$ cat src/rtl/sdram_pkg.sv
// Shared SDRAM command encodings and refresh sequencer state type.
// Commands are encoded as {cs_n, ras_n, cas_n, we_n}.
package sdram_pkg;

    typedef enum logic [3:0] {
        CmdLoadMode    = 4'b0000,
        CmdAutoRefresh = 4'b0001,
        CmdPrecharge   = 4'b0010,
        CmdActive      = 4'b0011,
        CmdWrite       = 4'b0100,
        CmdRead        = 4'b0101,
        CmdNop         = 4'b0111
    } sdram_cmd_e;

    typedef enum logic [2:0] {
        StIdle,
        StPrecharge,
        StWaitTrp,
        StRefresh,
        StWaitTrfc
    } refresh_state_e;

endpackage

$ cat src/rtl/sdram_refresh_sequencer.sv
// Banks refresh requests from the refresh timer and issues PRECHARGE ALL + AUTO REFRESH
// sequences when the user path is idle, holding the user path while the bus is owned.
module sdram_refresh_sequencer
    import sdram_pkg::*;
#(
    parameter int unsigned TrpCycles  = 3,
    parameter int unsigned TrfcCycles = 9,
    parameter int unsigned MaxPending = 8
) (
    input  logic       i_dram_clk,
    input  logic       i_rst_n,
    input  logic       i_init_done,
    input  logic       i_refresh_req,
    output logic       o_refresh_ack,
    output logic       o_refresh_en,
    input  logic       i_user_idle,
    output logic       o_user_hold,
    output logic       o_refresh_active,
    output logic [3:0] o_cmd,
    output logic       o_a10
);

    localparam int unsigned PendW  = $clog2(MaxPending + 1);
    localparam int unsigned TmrMax = (TrpCycles > TrfcCycles) ? TrpCycles : TrfcCycles;
    localparam int unsigned TmrW   = $clog2(TmrMax);

    localparam logic [PendW-1:0] PendFull = PendW'(MaxPending);
    localparam logic [PendW-1:0] PendOne  = PendW'(1);
    localparam logic [TmrW-1:0]  TmrOne   = TmrW'(1);
    // Wait states last N-1 cycles; the counter runs from N-2 down to 0.
    localparam logic [TmrW-1:0]  TrpLoad  = TmrW'(TrpCycles - 2);
    localparam logic [TmrW-1:0]  TrfcLoad = TmrW'(TrfcCycles - 2);

    refresh_state_e   state_q, state_d;
    logic [PendW-1:0] pending_q, pending_d;
    logic [TmrW-1:0]  timer_q, timer_d;
    logic             ack_q, ack_d;
    logic             en_q, en_d;
    logic             hold_q, hold_d;
    logic             active_q, active_d;
    logic             a10_q, a10_d;
    sdram_cmd_e       cmd_q, cmd_d;
    logic             refresh_issued;

    // cmd_q tracks state_q, so the AUTO REFRESH on the bus is exactly the REFRESH state.
    assign refresh_issued = (state_q == StRefresh);

    always_comb begin
        state_d   = state_q;
        timer_d   = timer_q;
        pending_d = pending_q;
        ack_d     = i_refresh_req & ~ack_q & (pending_q < PendFull) & i_init_done;
        en_d      = i_init_done;

        if (ack_q && !refresh_issued) begin
            pending_d = pending_q + PendOne;
        end else if (!ack_q && refresh_issued && (pending_q != '0)) begin
            pending_d = pending_q - PendOne;
        end

        // A full backlog only forces the hold; the sequence still waits for an idle user path.
        unique case (state_q)
            StIdle: begin
                if ((pending_q != '0) && i_user_idle) begin
                    state_d = StPrecharge;
                end
            end
            StPrecharge: begin
                state_d = StWaitTrp;
                timer_d = TrpLoad;
            end
            StWaitTrp: begin
                if (timer_q == '0) begin
                    state_d = StRefresh;
                end else begin
                    timer_d = timer_q - TmrOne;
                end
            end
            StRefresh: begin
                state_d = StWaitTrfc;
                timer_d = TrfcLoad;
            end
            StWaitTrfc: begin
                if (timer_q == '0) begin
                    state_d = StIdle;
                end else begin
                    timer_d = timer_q - TmrOne;
                end
            end
            default: begin
                state_d = StIdle;
            end
        endcase

        if (!i_init_done) begin
            state_d   = StIdle;
            timer_d   = '0;
            pending_d = '0;
            ack_d     = 1'b0;
        end

        active_d = (state_d != StIdle);
        hold_d   = active_d | ((pending_d == PendFull) & ~i_user_idle);
        a10_d    = (state_d == StPrecharge);
        if (state_d == StPrecharge) begin
            cmd_d = CmdPrecharge;
        end else if (state_d == StRefresh) begin
            cmd_d = CmdAutoRefresh;
        end else begin
            cmd_d = CmdNop;
        end
    end

    always_ff @(posedge i_dram_clk) begin
        if (!i_rst_n) begin
            state_q   <= StIdle;
            pending_q <= '0;
            timer_q   <= '0;
            ack_q     <= 1'b0;
            en_q      <= 1'b0;
            hold_q    <= 1'b0;
            active_q  <= 1'b0;
            a10_q     <= 1'b0;
            cmd_q     <= CmdNop;
        end else begin
            state_q   <= state_d;
            pending_q <= pending_d;
            timer_q   <= timer_d;
            ack_q     <= ack_d;
            en_q      <= en_d;
            hold_q    <= hold_d;
            active_q  <= active_d;
            a10_q     <= a10_d;
            cmd_q     <= cmd_d;
        end
    end

    assign o_refresh_ack    = ack_q;
    assign o_refresh_en     = en_q;
    assign o_user_hold      = hold_q;
    assign o_refresh_active = active_q;
    assign o_a10            = a10_q;
    assign o_cmd            = cmd_q;

endmodule

$ cat config.mk
export PLATFORM = sky130hd
export DESIGN_NAME = sdram_refresh_sequencer
export DESIGN_NICKNAME = d
export VERILOG_FILES = /design/src/rtl/sdram_pkg.sv /design/src/rtl/sdram_refresh_sequencer.sv
export SDC_FILE = /design/constraint.sdc
export NUM_CORES = 1
export LEC_CHECK = 0
export ABC_CLOCK_PERIOD_IN_PS = 1950
export BUFFER_PORTS_ARGS = -buffer_cell sky130_fd_sc_hd__buf_4
export CORE_MARGIN = 2
export CORE_UTILIZATION = 55
export DETAILED_ROUTE_END_ITERATION = 7
export MAX_ROUTING_LAYER = met4
export PLACE_DENSITY_LB_ADDON = 0.08
export SLEW_MARGIN = 20
export SYNTH_ARGS = -nofsm -noshare
export SYNTH_HDL_FRONTEND = slang
export SYNTH_SLANG_ARGS = --single-unit
$ cat constraint.sdc
create_clock -name i_dram_clk -period 1.95 [get_ports i_dram_clk]
set_input_delay 0 -clock i_dram_clk [delete_from_list [all_inputs] [get_ports i_dram_clk]]
set_output_delay 0 -clock i_dram_clk [all_outputs]
set_load 0.005 [all_outputs]
Word-level counts from Yosys, hierarchy flattened
Cells that the tools add are included.
{"block": "totals", "regBits": 20, "input_bits": 5, "out_inout_bits": 9, "wordCells": 57}
{"block": "op_classes", "addsub": 3, "order_cmp": 1, "n_eq_ne": 8, "n_mux": 12, "n_bitwise": 8, "reduce_logical": 15}
{"op": "two-way mux 3 bit", "count": 6}
{"op": "two-way mux 4 bit", "count": 4}
{"op": "one-hot mux 3 bit (5 select lines)", "count": 1}
{"op": "one-hot mux 4 bit (3 select lines)", "count": 1}
{"op": "== test 3 x 2 -> 1 bit, second input constant", "count": 3}
{"op": "subtractor 4 x 1 -> 4 bit, second input constant", "count": 2}
{"op": "== test 3 x 1 -> 1 bit, second input constant", "count": 2}
{"op": "nonzero test 3 bit", "count": 2}
{"op": "adder 4 x 1 -> 4 bit, second input constant", "count": 1}
{"op": "AND 1 bit", "count": 4}
{"op": "== test 4 bit, second input constant", "count": 1}
{"op": "logical AND 1 bit", "count": 4}
{"op": "logical NOT 4 bit", "count": 1}
{"op": "< comparator 4 bit, second input constant", "count": 1}
{"op": "AND reduction 2 bit", "count": 2}
{"op": "nonzero test 4 bit", "count": 1}
{"op": "OR reduction 2 bit", "count": 2}
{"op": "== test 3 bit, second input constant", "count": 1}
{"op": "logical NOT 3 bit", "count": 1}
{"op": "inverter 1 bit", "count": 3}
{"op": "logical NOT 1 bit", "count": 2}
{"op": "!= test 2 bit, second input constant", "count": 1}
{"op": "bitwise OR 1 bit", "count": 1}

Longest topological paths before layout
{"block": "depth", "depth_word": 9, "depth_mapped": 7}

Least setup slack after synthesis
OpenSTA, ideal clock, no wires.
{"block": "synth_path", "kind": "reg2reg", "start": "reg pending_q[0]", "end": "reg hold_q, in the netlist o_user_hold", "setup_ns": 0.125, "arrival_time_ns": 1.528, "t_required_ns": 1.825, "slack_ns": 0.296, "path_stages_with_launch": 8, "path_buffers": 0, "period_less_slack_ns": 1.654, "cell_sequence": "dfxtp_1 inv_1 ha_1 or3b_2 a211oi_1 nor3_1 o21ai_0 o41ai_2"}
{"block": "synth_via", "elab_chain_len": 8, "elab_cells_between_ends": 15, "classes_between": "add/sub (2); eq/ne (1); mux (6); bitwise (2); reduce/logical (4)"}
{"element": "start: declaration", "line": "sdram_refresh_sequencer.sv:35", "source": "logic [PendW-1:0] pending_q, pending_d;"}
{"element": "start signal: assignment", "line": "sdram_refresh_sequencer.sv:127", "source": "pending_q <= pending_d;"}
{"element": "parallel branches: the longest is 7 deep, another holds subtractor 4 x 1 -> 4 bit"}
{"element": "bitwise OR 1 bit *", "line": "sdram_refresh_sequencer.sv:103", "source": "hold_d = active_d | ((pending_d == PendFull) & ~i_user_idle);"}
{"element": "end signal: assignment", "line": "sdram_refresh_sequencer.sv:131", "source": "hold_q <= hold_d;"}
{"element": "end: declaration", "line": "sdram_refresh_sequencer.sv:39", "source": "logic hold_q, hold_d;"}
Mark *: on every way between the ends.
A chain may end at the register's enable or synchronous reset.

Final worst setup path
Ends and elaborated chain as after synthesis.

==> results.ini <==
[finish]
antenna_cells=0
final_cells=166
final_nets=151
drive_gt1_frac=0.220
layout_common_cells=dfxtp_1 (19), buf_4 (16), nand2_1 (12), inv_1 (10), nor2_1 (10)
area_growth_pct=15.0
final_common_cell=dfxtp_1

[critical_path]
start_kind=register
cp.arrival_ns=1.93
crit_path_end_kind=register
crit_type=reg -> reg
crit_required_ns=2.14
cp_max_fo=6

[cts]
cts_root_buffer=clkbuf_4
cts_htree_levels=1
clockBufferDepth=2
cts.sinks=19
clock_latency_ns=0.30
cts_made_buffers=3
clk_pin_slew_ns=0.09
postCtsSetupBuffers=0
cts_tree=yes

[sta]
hold_viol=0
rsz0062_at_grt=false
fin_tns_setup_ns=0
hold_slack_ns=0.0326
finalSetupViolCount=0
max_freq_mhz=576
min_period_ns=1.74
drv_slew=0
skew_ns=0.00703
fin_crit_sh=0.890

[detailed_routing]
wl_met2_um=893
antenna_left=0
drtPass1Iterations=4
avgViaCountPerCell=5.38
wirelength_um=1970
drc=0
dr_total_vias=893
wl_per_cell_um=11.8
drt_iter0_drc=14
top_layer=met4
wl_met1_um=955
wl_met3_um=82

[yosys]
synth_area_um2=1070
syn-num-nets=134
synthXorXnorAreaFrac=0.0164
yosys.area_share.simple=0.331
synth_compound_area_frac=0.158
syn_area_per_cell_um2=8.56
synth_flop_cell=dfxtp_1
synth-edff-count=0
ys_seq_area_frac=0.356
netlist_instances=125
synth.distinct_cells=45
synthMuxAreaShare=0.0187
ys_ff_latch=19
yosysWarnings=0
synth_top_family_by_area=simple AND/OR/NAND/NOR gates
synth-adder-area-share=0.0468
async_flop_share=0

[outcome]
status=finished, final reports clean

[die]
die-area_um2=2310
initial_core_util=0.600
core_area_um2=1780
io-pin-count=14
die_w_um=48.1
num_rows=15
die_h_um=48.1

[hold_path]
hold_path.class=in -> reg

[power_and_ir_drop]
vdd.ir_drop.worst_uv=545
power_density_nw_per_um2=511
p_leak_nw=0.552
p_total_w=0.000628

[grt]
grt_pass1_wl_um=3330
grt_overflow=0
antenna_found_initial=0
grt_max_degree=12
grtUsageTotal=0.218
grt_pass1_vias=791

[placed_design]
place_congestion=0.915
dp.cells=160
io_buffer_count=12
dp_hpwl_um=1480

[run]
maxCapViolCount=0

-- cells in the mapped netlist (all sizes together), types with 2 or more instances --
| master | number | area (µm²) |
|---|---|---|
| a31oi | 2 | 12.5 |
| or3b | 2 | 17.5 |
| a211oi | 2 | 15.0 |
| nor3 | 9 | 50.1 |
| nand3 | 3 | 15.0 |
| dfxtp | 19 | 380 |
| o21ai | 6 | 30.0 |
| a21oi | 4 | 20.0 |
| o211ai | 2 | 15.0 |
| and2 | 4 | 26.3 |
| nand2 | 12 | 45.0 |
| ha | 4 | 50.1 |
| nor3b | 3 | 32.5 |
| clkbuf | 2 | 8.75 |
| nor2 | 10 | 37.5 |
| nor4b | 2 | 17.5 |
| inv | 10 | 37.5 |
| mux2i | 2 | 20.0 |
| nor2b | 2 | 12.5 |
| nor4 | 2 | 27.5 |
| nand3b | 2 | 27.5 |
| nand2b | 3 | 18.8 |
| buf | 4 | 28.8 |
-- kinds of logic (layout without fill, tap and decap cells) --
logic type	count (synthesis)	after routing
adder cells (fa/ha/maj)	4	4
multiplexers	2	2
other	1	1
flip-flops	19	19
AND/OR/NAND/NOR	57	57
AO/OA/AOI/OAI	24	24
buffers and inverters	16	32
XOR/XNOR	2	2
-- worst paths after layout --
path                                    from     endpoint  slack, ns  cells after the start
worst min-delay path             i_user_idle  o_user_hold       0.03                      4
worst max-delay path            pending_q[0]  o_user_hold       0.21                      7
worst max register to register  pending_q[0]  o_user_hold       0.21                      7
worst min register to register    timer_q[0]   timer_q[0]       0.56                      2
-- critical path, cell delays in order (launching register included) --
cell and delay (ns):
dfxtp_1 0.36, inv_1 0.07, ha_1 0.17, or3b_2 0.47, a211oi_1 0.24, nor3_1 0.08
o21ai_1 0.16, o41ai_2 0.07
-- layout make-up --
| cell class | count | area, µm² |
|---|---|---|
| fill | 133 | 553 |
| sequential | 19 | 380 |
| multi-input combinational | 90 | 614 |
| clock buffer | 4 | 26.3 |
| inverter | 10 | 37.5 |
| tap | 25 | 31.3 |
| timing repair buffer | 18 | 140 |
-- registers in the layout, indices dropped and copies added, names as in the netlist --
| name | flops |
|---|---|
| o_a10 | 1 |
| o_cmd | 3 |
| o_refresh_ack | 1 |
| o_refresh_active | 1 |
| o_refresh_en | 1 |
| o_user_hold | 1 |
| pending_q | 4 |
| state_q | 3 |
| timer_q | 4 |
-- repair_timing --
item | in CTS | in global routing
hold endpoints to repair | 3 | 0
setup endpoints to repair | 0 | 1
gates resized for setup | 0 | 1
hold buffers | 2 | 0
-- per-layer routing --
metal  up-vias  GRT usage
met4         0      0.114
li1        466          -
met5         -          -
met1       402      0.273
met2        21      0.312
met3         4     0.0704
-- power breakdown --
group / switching [W] / internal, W / total, W
combinational: 0.0000179 / 0.0000191 / 0.0000370
clock: 0.000117 / 0.0000799 / 0.000197
sequential: 0.00000354 / 0.000391 / 0.000395
-- through the flow --
step / instance area (µm²) / setup slack (ns) / utilization
after floorplan: 1070 / 0.296 / -
after global placement: 1180 / 0.214 / 0.664
after detailed placement: 1180 / 0.146 / 0.664
after CTS: 1230 / 0.129 / 0.690
after global routing: 1230 / 0.0272 / 0.690
final: 1230 / 0.214 / 0.690
(Power assumes the default switching activity.)
